==> src/rtl/fir_pkg.sv <==
// fir_pkg: shared definitions for the FIR tap reader.
//   - state encoding of the tap-walk FSM
//   - accumulator width helper
//   - reset/default coefficient value (boxcar)
//   - circular-pointer helpers for the sample history
package fir_pkg;

    localparam logic [1:0] ST_IDLE = 2'd0;
    localparam logic [1:0] ST_MAC  = 2'd1;
    localparam logic [1:0] ST_HOLD = 2'd2;

    localparam int COEF_DEFAULT = 1;

    // Sample is widened by one bit to become signed; M products need clog2(M) guard bits.
    function automatic int acc_width(input int dw, input int cw, input int m);
        return dw + 1 + cw + $clog2(m);
    endfunction

    // Advance a history pointer by one, wrapping M-1 back to 0.
    function automatic int unsigned ptr_inc(input int unsigned p, input int unsigned m);
        return (p >= m - 1) ? 0 : p + 1;
    endfunction

    // Step a history pointer back by d entries, modulo m (d < m).
    function automatic int unsigned ptr_back(input int unsigned p, input int unsigned d,
                                             input int unsigned m);
        return (p >= d) ? p - d : p + m - d;
    endfunction

endpackage

==> src/rtl/fir_coef_bank.sv <==
// fir_coef_bank: M x CW coefficient register file with a combinational read port.
// Configuration macro: FIR_COEF_WR_EN
//   defined   - writable registers, reset to 1 per tap.
//   undefined - no write/read ports, every tap reads constant 1.
// Ports:
//   clk, rst_n      clock / async active-low reset          (FIR_COEF_WR_EN only)
//   we, waddr, wdata write strobe, tap index, value          (FIR_COEF_WR_EN only)
//   raddr           tap index to read                        (FIR_COEF_WR_EN only)
//   rdata           signed coefficient for the addressed tap
module fir_coef_bank
    import fir_pkg::*;
#(
    parameter int M  = 6,
    parameter int CW = 12,
    localparam int PW = $clog2(M)
) (
`ifdef FIR_COEF_WR_EN
    input  logic                 clk,
    input  logic                 rst_n,
    input  logic                 we,
    input  logic [PW-1:0]        waddr,
    input  logic [CW-1:0]        wdata,
    input  logic [PW-1:0]        raddr,
`endif
    output logic signed [CW-1:0] rdata
);

`ifdef FIR_COEF_WR_EN
    logic [CW-1:0] coef_q [M];

    always_ff @(posedge clk or negedge rst_n) begin
        if (!rst_n) begin
            for (int i = 0; i < M; i++) coef_q[i] <= CW'(COEF_DEFAULT);
        end else if (we && (32'(waddr) < M)) begin
            coef_q[waddr] <= wdata;
        end
    end

    assign rdata = coef_q[raddr];
`else
    // Constant unity taps: the multiplier downstream folds into an adder.
    assign rdata = CW'(COEF_DEFAULT);
`endif

endmodule

==> src/rtl/fir_tap_reader.sv <==
// fir_tap_reader: accepts one unsigned sample per handshake into an M-deep circular
// history, then multiply-accumulates all M taps (newest first) one per cycle and
// presents the signed result on a valid/ready output.
// Configuration macro: FIR_COEF_WR_EN (writable coefficients; otherwise boxcar sum).
// Ports:
//   clk, rst_n                    clock, async active-low reset
//   in_valid, in_ready, x         sample input handshake
//   coef_we, coef_addr, coef_data coefficient write port (FIR_COEF_WR_EN only)
//   out_valid, out_ready, y       result output handshake
//
// state   | meaning
// IDLE    | in_ready=1, waiting for a sample (coefficient writes honoured here)
// MAC     | walking taps k=0..M-1, one product accumulated per cycle
// HOLD    | out_valid=1, y stable until out_ready
//
// Latency: sample presented in cycle 0 (accepted at its closing edge), out_valid
// is high M+1 cycles later; with out_ready high a new sample every M+2 cycles.
module fir_tap_reader
    import fir_pkg::*;
#(
    parameter int M  = 6,
    parameter int DW = 12,
    parameter int CW = 12,
    localparam int PW    = $clog2(M),
    localparam int ACC_W = acc_width(DW, CW, M)
) (
    input  logic                    clk,
    input  logic                    rst_n,
    input  logic                    in_valid,
    output logic                    in_ready,
    input  logic [DW-1:0]           x,
`ifdef FIR_COEF_WR_EN
    input  logic                    coef_we,
    input  logic [PW-1:0]           coef_addr,
    input  logic [CW-1:0]           coef_data,
`endif
    output logic                    out_valid,
    input  logic                    out_ready,
    output logic signed [ACC_W-1:0] y
);

    localparam int PRW = DW + 1 + CW;

    logic [1:0]              state_q, state_d;
    logic [PW-1:0]           wr_ptr_q, wr_ptr_d;
    logic [PW-1:0]           k_q, k_d;
    logic signed [ACC_W-1:0] acc_q, acc_d;
    logic signed [ACC_W-1:0] y_q, y_d;
    logic [DW-1:0]           hist_q [M];
    logic                    hist_we;

    logic [PW-1:0]           rd_idx;
    logic signed [CW-1:0]    coef_k;
    logic signed [PRW-1:0]   sample_w, coef_w, prod;

    // wr_ptr already points past the newest sample, so tap k sits k+1 entries back.
    assign rd_idx = PW'(ptr_back(ptr_back(32'(wr_ptr_q), 1, M), 32'(k_q), M));

    fir_coef_bank #(.M(M), .CW(CW)) u_coef (
`ifdef FIR_COEF_WR_EN
        .clk   (clk),
        .rst_n (rst_n),
        .we    (coef_we && (state_q == ST_IDLE)),
        .waddr (coef_addr),
        .wdata (coef_data),
        .raddr (k_q),
`endif
        .rdata (coef_k)
    );

    assign sample_w = PRW'({1'b0, hist_q[rd_idx]});
    assign coef_w   = PRW'(coef_k);
    assign prod     = sample_w * coef_w;

    always_comb begin
        state_d  = state_q;
        wr_ptr_d = wr_ptr_q;
        k_d      = k_q;
        acc_d    = acc_q;
        y_d      = y_q;
        hist_we  = 1'b0;
        case (state_q)
            ST_IDLE: begin
                if (in_valid) begin
                    hist_we  = 1'b1;
                    wr_ptr_d = PW'(ptr_inc(32'(wr_ptr_q), M));
                    acc_d    = '0;
                    k_d      = '0;
                    state_d  = ST_MAC;
                end
            end
            ST_MAC: begin
                acc_d = acc_q + ACC_W'(prod);
                if (k_q == PW'(M - 1)) begin
                    y_d     = acc_d;
                    k_d     = '0;
                    state_d = ST_HOLD;
                end else begin
                    k_d = k_q + 1'b1;
                end
            end
            ST_HOLD: begin
                if (out_ready) state_d = ST_IDLE;
            end
            default: state_d = ST_IDLE;
        endcase
    end

    always_ff @(posedge clk or negedge rst_n) begin
        if (!rst_n) begin
            state_q  <= ST_IDLE;
            wr_ptr_q <= '0;
            k_q      <= '0;
            acc_q    <= '0;
            y_q      <= '0;
        end else begin
            state_q  <= state_d;
            wr_ptr_q <= wr_ptr_d;
            k_q      <= k_d;
            acc_q    <= acc_d;
            y_q      <= y_d;
        end
    end

    always_ff @(posedge clk or negedge rst_n) begin
        if (!rst_n) begin
            for (int i = 0; i < M; i++) hist_q[i] <= '0;
        end else if (hist_we) begin
            hist_q[wr_ptr_q] <= x;
        end
    end

    assign in_ready  = (state_q == ST_IDLE);
    assign out_valid = (state_q == ST_HOLD);
    assign y         = y_q;

endmodule

==> config.mk <==
export PLATFORM = sky130hd
export DESIGN_NAME = fir_tap_reader
export DESIGN_NICKNAME = d
export VERILOG_FILES = /design/src/rtl/fir_pkg.sv /design/src/rtl/fir_coef_bank.sv /design/src/rtl/fir_tap_reader.sv
export SDC_FILE = /design/constraint.sdc
export NUM_CORES = 1
export LEC_CHECK = 0
export CAP_MARGIN = 40
export CORE_ASPECT_RATIO = 1.5
export CORE_UTILIZATION = 50
export DETAILED_ROUTE_END_ITERATION = 12
export PLACE_DENSITY = 0.72
export SYNTH_ARGS = -nofsm -noshare
export SYNTH_HDL_FRONTEND = slang
export SYNTH_SLANG_ARGS = --single-unit
==> constraint.sdc <==
create_clock -name clk -period 15.5 [get_ports clk]
set_input_delay 2.325 -clock clk [delete_from_list [all_inputs] [get_ports clk]]
set_output_delay 2.325 -clock clk [all_outputs]
set_load 0.1 [all_outputs]
# Word-level counts from Yosys, hierarchy flattened
# Index checks and enable logic that the tools add are counted.
# totals
register_bits	136
ram_bits	0
memories	0
rom_bits	0
word_cells	61
inputBits	16
latch_bits	0
# op_classes
mux	20
addsub	9
eq_ne	6
shift	0
div	0
n_reduce_logical	7
multipliers	0
order_cmp	6
bitwise	2
# ops
cell	n
72-bit bitwise mux	1
28-bit one-hot mux with 2 select lines	1
12-bit binary-select mux with 3-bit select	1
12-bit demux with 3-bit select	1
12-bit two-way mux	3
32-bit by 3-bit >= comparator with 1-bit output	1
32-bit two-way mux	1
28-bit by 13-bit adder with 28-bit output	1
28-bit two-way mux	1
3-bit two-way mux	4
4-bit >= comparator (second input constant)	2
3-bit NOT with 4-bit output	2
3-bit by 1-bit adder with 3-bit output (second input constant)	2
2-bit two-way mux	3
2-bit one-hot mux with 3 select lines	1
3-bit one-hot mux with 2 select lines	1
2-bit AND reduction	3
3-bit subtractor	2
4-bit by 1-bit subtractor with 5-bit output (second input constant)	1
3-bit by 3-bit adder with 4-bit output (second input constant)	1
4-bit by 1-bit less-than comparator with 1-bit output (second input constant)	1
2-bit inequality test (second input constant)	2
3-bit by 1-bit subtractor with 4-bit output (second input constant)	1
3-bit adder (second input constant)	1
other kinds (11)	12

# Depth between registers and ports, before layout
# Gate-level depths: netlist of the first run.
# logic_depth
word_depth	12
ltp_mapped	26

# By module
# A second synthesis of the first run with hierarchy kept.
# unflattened
hier_cells	1371
hier_area_um2	13417.9
# modules_own_cells
mod	seq_area_each_um2	instances	cells_per_inst	area_each_um2
fir_tap_reader	3403.3	1	1357	13320.3
fir_coef_bank	0.0	1	14	97.6

# Worst setup path before layout of the first run
# No wires, ideal clock.
# synth_path
kind	flip-flop to flip-flop
start	reg wr_ptr_q[0]
end	reg acc_q[25]
stages_incl_launch_ff	24
path_slack_ns	10.101
setup_time_ns	0.127
synth_period_minus_slack_ns	5.399
arrival_ns	5.272
path_buffers	2
cell_sequence	dfrtp_1 -> inv_2 -> ha_1 -> ha_1 -> inv_1 -> a21o_1 -> inv_1 -> o22ai_1 -> ha_1 -> nor2b_4 -> a311oi_2 -> o211ai_4 -> xor2_4 -> buf_6 -> mux4_2 -> mux2_4 -> ha_1 -> buf_2 -> and3_1 -> nand2_1 -> a21oi_1 -> o21ai_1 -> o311a_1 -> or2_2
# synth_via
elab_chain_cells	12
elab_cells_between_ends	16
# synth_lines
element	line_no	source
start: declaration	fir_tap_reader.sv:45	logic [PW-1:0] wr_ptr_q, wr_ptr_d;
start signal: assignment	fir_tap_reader.sv:118	wr_ptr_q <= wr_ptr_d;
3-bit by 3-bit adder with 4-bit output	fir_pkg.sv:27	return (p >= d) ? p - d : p + m - d;
4-bit by 1-bit subtractor with 5-bit output	fir_pkg.sv:27	
32-bit two-way mux (*)	fir_pkg.sv:27	
branches (longest 2 deep; another with 32-bit by 3-bit >= comparator with 1-bit output)	-	
3-bit two-way mux (*)	fir_pkg.sv:27	
3-bit NOT with 4-bit output (implied by the code) (*)	fir_tap_reader.sv:71	assign sample_w = PRW'({1'b0, hist_q[rd_idx]});
12-bit binary-select mux with 3-bit select (*)	fir_tap_reader.sv:71	
12-bit two-way mux (implied by the code) (*) (2 in series)	fir_tap_reader.sv:71	
28-bit by 13-bit adder with 28-bit output (*)	fir_tap_reader.sv:93	acc_d = acc_q + ACC_W'(prod);
28-bit one-hot mux with 2 select lines (*)	fir_tap_reader.sv:82	case (state_q)
end signal: assignment	fir_tap_reader.sv:114	acc_q <= '0;
end signal: assignment	fir_tap_reader.sv:120	acc_q <= acc_d;
end: declaration	fir_tap_reader.sv:47	logic signed [ACC_W-1:0] acc_q, acc_d;
# Every way passes the cells marked *. The select of a mux whose other input is x is not followed.
# A chain may end at the register's enable or synchronous reset.

# Worst setup path in the final report of the first run
# Same ends and word-level chain as after synthesis.

==> impl_summary.md, run 1 <==
Run status
The run finished with clean final reports.

Drt
The number of search-and-repair iterations in the first detailed-routing pass is 6. The ratio of routed vias to standard cells is ~5.8. The residual DRC count is 0. Dividing the detail-routed wire length by the instance count gives 17.8 microns. The number of DRC markers after the initial detailed-route iteration is around 180. In this run the remaining antenna-violating nets after routing total 0. The routed layout has 5368 vias. The final wirelength is around 16 mm.

Layout
The repair_antennas step left the layout with diodes totalling 0. The leading cell type in the layout, fill and taps excluded is sky130_fd_sc_hd__dfrtp_1. The filler cells instantiated in the layout total around 1.1k. The top cell types in the final layout, fill and taps aside, are 136 x sky130_fd_sc_hd__dfrtp_1, 78 x sky130_fd_sc_hd__mux2_2, 55 x sky130_fd_sc_hd__nand2_1. The finished layout holds around 930 standard cells, fillers aside. The area growth from synthesis to layout is 23.7%. After the last flow step, the layout net total stands at about 760. The ratio of cells with drive above 1 in the final layout is 0.243.

Worst setup path
The startpoint class of the critical path is a flip-flop. The worst endpoint required time is ~16 ns. The worst setup path is of the reg -> reg kind. The depth of the worst register-to-register path is 21. The register-to-register path setup slack is around 9.1 ns.

Broken down by cell family, the worst path's largest delay share belongs to compound AO/OA/AOI/OAI gates. The worst setup path is captured at a flip-flop. The endpoint of the worst-slack reg-to-reg timing path is acc_q[25]. The cell type of the slowest stage on the worst timing path is sky130_fd_sc_hd__xor2_4. The critical path contains buffers and inverters numbering 3 combined.

The largest single stage delay on the critical path is between 0.7 and 0.8 ns. Along the worst path, the maximum fanout reaches 24. The launch point of the worst reg-to-reg path is wr_ptr_q[0]. The critical path data arrival time is between 6 and 7 ns.

The signal on the critical path passes through inv_2 -> ha_1 -> ha_1 -> inv_1 -> a21o_1 -> inv_1 -> o22ai_1 -> ha_1 -> nor2b_4 -> a311oi_2 -> o211ai_4 -> xor2_4 -> mux4_1 -> mux2_2 -> ha_1 -> a21o_1 -> nand4_1 -> a21oi_1 -> o21ai_1 -> o311a_1 -> or2_2. The cell that appears most often on the critical path is sky130_fd_sc_hd__ha_1.

Worst hold path
The number of instances on the worst hold path is 2. The worst hold endpoint is y[17]. The class of the tightest hold or removal check is reg -> reg. The start point of the worst hold path is y[17].

Placed design
The number of cells after detailed placement is slightly below 900. In this run the tool buffered the top-level ports with 45 buffer cells. Detailed placement ended at an HPWL of about 12 mm. At the end of routability-driven placement, the weighted congestion stood at ~0.91.

GRT
For this run, the total global-route usage over all layers was measured as 0.237. The number of antenna violations at the first check in global routing is 0. The total overflow left after global routing is 0. Entering global routing, the biggest net connects 85 pins. The via count of the first global-routing pass was 5570. The first-pass GRT wire length is about 27 mm.

Clocking
In this run the number of H-tree levels came out at 4. The clock drives about 140 sinks. The number of buffers created by CTS is 17. The later pin in the worst-skew pair is clocked with a latency of ~0.41 ns. The clock tree buffer depth is 2. After clock tree synthesis, the clock-pin slew on the worst setup and hold paths is ~0.06 ns.

The root buffer cell chosen for the clock tree is sky130_fd_sc_hd__clkbuf_16. The CTS tree is done. The number of buffers inserted by post-CTS setup repair is 0.

After clock tree synthesis, the repair step resized 0 gates. The hold buffer count at cts is 0.

STA
At the pin with the least slew margin, the transition time is around 0.88 ns. The portion of the clock cycle consumed by the worst path in the final layout is 0.411. The max-slew violation count is 0.

The maximum clock skew at final layout is roughly 0.0067 ns. The number of hold-slack violations in the final timing report is 0. Headroom to the max-slew limit came out at 0.409. Setup total negative slack on the finished layout was measured at 0 ns. The number of setup violations in the final report is 0.

The hold slack is 0.480 ns. Setup repair after global routing left no endpoint under its margin. The worst path in the final design needs a cycle of roughly 6.4 ns, including I/O delays and setup. The maximum clock frequency is 157 MHz.

Run
Max-cap violations in this run came to 0.

Floorplanning
In this run the count of I/O pins placed on the die edge is 46. Measured along the x axis, the die boundary spans between 100 and 150 microns. The initial utilization of the core area, before any placement, comes to 0.515.

The die covers about 15000 sq um. The die is about 150 microns tall. After floorplanning, the core was sized to cover about 14000 sq um.

Row generation in the floorplan step produced 53 rows.

Logic synthesis
The synthesized netlist net count is 689. Sorting the synthesized cells by area gives the leading types as sky130_fd_sc_hd__dfrtp_1 47%, sky130_fd_sc_hd__mux2_2 12%, sky130_fd_sc_hd__ha_1 3.6%, sky130_fd_sc_hd__o21ai_0 3.5%, sky130_fd_sc_hd__nand2_1 2.9%. For this run, the register share of the synthesized area comes to 0.470.

The synthesized cell area is roughly 7200 sq um. The post-synthesis average cell area is approximately 11 sq um. The number of synthesized flops with an enable pin is 0. During synthesis, Yosys emitted a total of 0 warnings. After technology mapping, the gate count stands at 650. sky130_fd_sc_hd__dfrtp_1 takes more of the synthesized area than any other cell. The synthesized design contains 136 register bits. The share of async-settable or async-resettable flops after synthesis is 1.00. The share of synthesized area in the top cell type comes to 0.470.

The dominant register cell in the synthesized netlist is sky130_fd_sc_hd__dfrtp_1. The unique cell type count in the Yosys netlist is between 50 and 60.
registers in the layout (all words and copies together) (netlist names):
register and count:
y 28, state_q 2, hist_q 72, k_q 3, wr_ptr_q 3, acc_q 28
final cells by class:
| cell class | count | area (sq um) | share of cell area |
|---|---|---|---|
| Clock buffer | 22 | 494 | 0.0552 |
| Clock inverter | 10 | 92.6 | 0.0103 |
| Inverter | 23 | 86.3 | 0.00964 |
| Multi-Input combinational cell | 459 | 3620 | 0.405 |
| Sequential cell | 136 | 3400 | 0.380 |
| Tap cell | 192 | 240 | 0.0268 |
| Timing Repair Buffer | 83 | 1010 | 0.113 |
cells by family (layout without fill, tap and decap cells):
group / after synthesis / in the layout / synth area share
compound gates: 143 / 143 / 0.128
xor+xnor: 18 / 18 / 0.0254
fa+ha+maj: 23 / 23 / 0.0418
buf+inv: 55 / 138 / 0.0309
flops: 136 / 136 / 0.470
mux: 111 / 111 / 0.195
simple gates: 164 / 164 / 0.109
worst max path at each step:
stage / depth (start not counted) / startpoint / slack, ns / endpoint
2_1_floorplan: 23 / wr_ptr_q[0] / 10.10 / acc_q[25]
3_3_place_gp: 21 / wr_ptr_q[0] / 9.39 / acc_q[25]
3_5_place_dp: 21 / wr_ptr_q[0] / 9.12 / acc_q[25]
4_1_cts: 21 / wr_ptr_q[0] / 9.09 / acc_q[25]
5_1_grt: 21 / wr_ptr_q[0] / 8.68 / acc_q[25]
6_report: 21 / wr_ptr_q[0] / 9.12 / acc_q[25]
cells in the mapped netlist (8+ instances only):
cell type	count
sky130_fd_sc_hd__a21oi_1	15
sky130_fd_sc_hd__a31oi_1	19
sky130_fd_sc_hd__and3_1	8
sky130_fd_sc_hd__clkbuf_1	22
sky130_fd_sc_hd__dfrtp_1	136
sky130_fd_sc_hd__ha_1	21
sky130_fd_sc_hd__inv_1	21
sky130_fd_sc_hd__mux2_2	78
sky130_fd_sc_hd__mux2i_1	14
sky130_fd_sc_hd__mux4_2	8
sky130_fd_sc_hd__nand2_1	55
sky130_fd_sc_hd__nand3_1	20
sky130_fd_sc_hd__nor2_1	35
sky130_fd_sc_hd__o21ai_0	50
sky130_fd_sc_hd__xnor2_1	12
through the flow:
stage,util,cell area (sq um),worst slack (ns)
2_1_floorplan,-,7240,10.10
3_3_place_gp,0.558,7850,9.39
3_5_place_dp,0.595,8370,9.12
4_1_cts,0.637,8950,9.09
5_1_grt,0.637,8950,8.68
6_report,0.637,8950,9.12
routing by layer:
layer | vias up | wire length, microns | global-route usage | part of all wire
met5 | - | 0 | 0 | 0
met4 | 0 | 548 | 0.109 | 0.033
met3 | 42 | 513 | 0.0323 | 0.031
met2 | 144 | 8760 | 0.426 | 0.53
met1 | 2656 | 6600 | 0.276 | 0.40
li1 | 2526 | - | - | -
worst min-delay path: cells and delay by family, from the launching register on:
family	cells	cell delay [ns]
AND/OR/NAND/NOR	1	0.04
AO/OA/AOI/OAI	1	0.06
flip-flops	1	0.34
Power of run 1 is not shown: default switching activity piles up to over one toggle a cycle in this logic, so the estimate is an artifact.
==> run 2, diff against run 1 <==
--- a/config.mk
+++ b/config.mk
@@ -9,7 +9,7 @@
 export CORE_ASPECT_RATIO = 1.5
 export CORE_UTILIZATION = 50
 export DETAILED_ROUTE_END_ITERATION = 12
-export PLACE_DENSITY = 0.72
+export PLACE_DENSITY = 0.75
 export SYNTH_ARGS = -nofsm -noshare
 export SYNTH_HDL_FRONTEND = slang
 export SYNTH_SLANG_ARGS = --single-unit
==> constraint.sdc (replaced) <==
create_clock -name clk -period 5.3 [get_ports clk]
set_input_delay 0.795 -clock clk [delete_from_list [all_inputs] [get_ports clk]]
set_output_delay 0.795 -clock clk [all_outputs]
set_load 0.1 [all_outputs]
==> run 2 against run 1 <==
Net effect:
- count of clock-buffer cells in the layout fell by 5
- first-iteration DRC count rose by 28%
- worst hold slack got worse by 0.053 ns
- largest cell class unchanged
- fmax rose by 25%
==> impl_summary.md, run 2 (synthesis gave the netlist of run 1 again) <==
Run status
Run status: complete, no violations (unchanged).

Worst setup path
The critical path data arrival time is 5.47 ns (was 6.67 ns). The category of the most critical setup path is reg -> reg (unchanged). The worst endpoint required time is 5.65 ns (was 15.79 ns). Crit-path cells: inv_2 -> ha_4 -> ha_4 -> inv_2 -> a21o_1 -> inv_2 -> o22ai_2 -> ha_1 -> nor2b_4 -> a311oi_4 -> o211ai_4 -> xor2_4 -> buf_6 -> mux4_2 -> mux2_4 -> ha_4 -> inv_2 -> fa_2 -> nor2b_2 -> o31a_1 -> o21ai_2 -> a21boi_2 -> or4_1 -> nand3_1 (was inv_2 -> ha_1 -> ha_1 -> inv_1 -> a21o_1 -> inv_1 -> o22ai_1 -> ha_1 -> nor2b_4 -> a311oi_2 -> o211ai_4 -> xor2_4 -> mux4_1 -> mux2_2 -> ha_1 -> a21o_1 -> nand4_1 -> a21oi_1 -> o21ai_1 -> o311a_1 -> or2_2). The combined buffer and inverter count along the critical path is 5 (was 3).

The cell type of the slowest stage on the worst timing path is sky130_fd_sc_hd__or4_1 (was sky130_fd_sc_hd__xor2_4). The nature of the critical path endpoint is a flip-flop (unchanged). The instance count on the critical path is 24 (was 21). The depth of the worst register-to-register path is 24 (was 21).

The worst-path maximum fanout is 4 (was 24). The launch point of the worst reg-to-reg path was wr_ptr_q[1] (was wr_ptr_q[0]). The endpoint of the worst-slack reg-to-reg timing path is y[8] (was acc_q[25]). The critical path's most frequent cell is sky130_fd_sc_hd__inv_2 (was sky130_fd_sc_hd__ha_1). The startpoint class of the critical path was a flip-flop (unchanged). The delay of the slowest critical-path stage was 0.52 ns (was 0.74 ns). The kind of cell adding the most delay to the critical path is compound AO/OA/AOI/OAI gates (unchanged). The register-to-register path setup slack came to 0.18 ns (was 9.12 ns).

STA
The headroom to the max-slew limit was 0.426 (was 0.409). The number of setup violations in the final report is 0 (unchanged). The max-slew violation count is 0 (unchanged). The post-route minimum period was 5.12 ns (was 6.38 ns).

The portion of the clock cycle consumed by the worst path in the final layout was 0.966 (was 0.411). The maximum clock frequency is 195 MHz (was 157 MHz). The maximum clock skew at final layout is 0.00980 ns (was 0.00673 ns). The total negative slack for setup checks is 0 ns (unchanged). The number of hold-slack violations in the final timing report is 0 (unchanged). The transition time of the tightest slew-check pin is 0.862 ns (was 0.885 ns). RSZ-0062 raised after global routing: yes (was no).

Clocking
The root buffer selected by CTS is sky130_fd_sc_hd__clkbuf_16 (unchanged). The post-CTS clock slew at the launch and capture registers of the worst setup and hold paths is 0.06 ns (about the same). The CTS tree is done (unchanged). The insertion delay to the later sink of the worst-skew pair is 0.42 ns (was 0.41 ns).

The sink count of the clock tree is 136 (unchanged). The count of H-tree levels built during CTS is 4 (unchanged). The clock tree buffer depth is 2 (unchanged). The number of buffers created by CTS is 17 (unchanged).

Layout
The leading cell type in the layout, fill and taps excluded is sky130_fd_sc_hd__dfrtp_1 (unchanged). The antenna diode count is 0 (unchanged). The flip-flop count of the largest register after layout is 72 (unchanged). The ratio of cells with drive above 1 in the final layout is 0.328 (was 0.243). The register cell area after layout is 3400 sq um (unchanged). The area taken by multi-input logic gates was 3890 sq um (was 3620 sq um). The signed area change from the synthesized netlist to the final layout was 31.4% (was 23.7%).

The register with the most flip-flops is hist_q (unchanged). The net total in the final layout is 792 (was 759). Highest-count cells in the layout ignoring fill and taps: 136 x sky130_fd_sc_hd__dfrtp_1, 78 x sky130_fd_sc_hd__mux2_2, 54 x sky130_fd_sc_hd__nand2_1 (was 136 x sky130_fd_sc_hd__dfrtp_1, 78 x sky130_fd_sc_hd__mux2_2, 55 x sky130_fd_sc_hd__nand2_1). The final-layout fill cell count is 1031 (was 1104).

The final cell count without fillers came to 958 (was 925).

GRT
The total global-route track usage is 0.243 (was 0.237). The via count of the first global-routing pass is 5759 (was 5570). The total overflow reported by the global router is 0 (unchanged).

The number of antenna violations at the first check in global routing is 0 (unchanged). The maximum number of pins on one net before global-route repair came to 95 (was 85). The first-pass GRT wire length is 28.1 mm (was 27.4 mm).

Drt
The ratio of routed vias to standard cells is 5.82 (was 5.80). The via count was 5571 (was 5368). The routed length per instance is 18.6 microns (was 17.8 microns). The number of search-and-repair iterations in the first detailed-routing pass came to 5 (was 6). The final wirelength was 17.8 mm (was 16.4 mm).

The residual DRC count is 0 (unchanged). The remaining number of nets flagged by the antenna check after routing is 0 (unchanged). The number of DRC markers after the initial detailed-route iteration came to 236 (was 184).

Floorplanning
The die outline area is 15000 sq um (unchanged). The horizontal die dimension is 100 microns (unchanged). The core outline area is 14100 sq um (unchanged). The initial standard-cell utilization of the core is 0.515 (unchanged). The row count is 53 (unchanged). The boundary pin count is 46 (unchanged). The die height was 149 microns (unchanged).

Worst hold path
The class of the tightest hold or removal check is in -> async (was reg -> reg).

Placed design
The weighted congestion reported at the end of routability-driven placement is 0.864 (was 0.911). The number of buffers added on ports was 45 (unchanged). The detailed-placement wirelength estimate was 11.9 mm (was 11.6 mm). The number of cells after detailed placement is 912 (was 893).

Run
The number of max-cap violations is 0 (unchanged).
==> run 2: stage by stage <==
| step | utilization | hold slack, ns | cell area [sq um] | worst slack (ns) |
|---|---|---|---|---|
| global placement | 0.571 | 0.459 | 8030 | -0.0167 |
| floorplan | - | 0.456 | 7250 | 0.0190 |
| finish | 0.677 | 0.427 | 9520 | 0.180 |
| global route | 0.677 | 0.515 | 9520 | -0.0335 |
| CTS | 0.650 | 0.485 | 9130 | -0.0315 |
| detailed placement | 0.605 | 0.471 | 8510 | -0.141 |
==> run 2: layer usage <==
metal | vias to the layer above | part of all wire | GRT usage
met1 | 2764 | 0.38 | 0.271
met4 | 0 | 0.034 | 0.114
li1 | 2588 | - | -
met5 | - | 0 | 0
met2 | 168 | 0.54 | 0.448
met3 | 51 | 0.039 | 0.0361
==> run 2: how the worst max path moves through the flow <==
stage | from | to | slack (ns)
global placement | wr_ptr_q[1] | acc_q[12] | -0.02
global route | wr_ptr_q[1] | acc_q[10] | -0.03
floorplan | wr_ptr_q[0] | acc_q[16] | 0.02
finish | wr_ptr_q[1] | y[8] | 0.18
detailed placement | wr_ptr_q[1] | acc_q[12] | -0.14
CTS | wr_ptr_q[1] | y[8] | -0.03
==> run 2: cell type report <==
cell class	instances	area share
Inverter	23	0.00907
Clock buffer	17	0.0447
Tap cell	192	0.0252
Timing Repair Buffer	116	0.136
Sequential cell	136	0.358
Clock inverter	15	0.0188
Multi-Input combinational cell	459	0.409
==> run 2: repair_timing <==
| item | 4_1_cts | 5_1_grt |
|---|---|---|
| hold buffers | 0 | 0 |
| cloned | 0 | 2 |
| endpoints found under the setup margin | 14 | 44 |
| buffers inserted | 0 | 12 |
| pin swaps | 0 | 23 |
| resized for setup | 5 | 51 |
Power of run 2 is left out for the same reason.
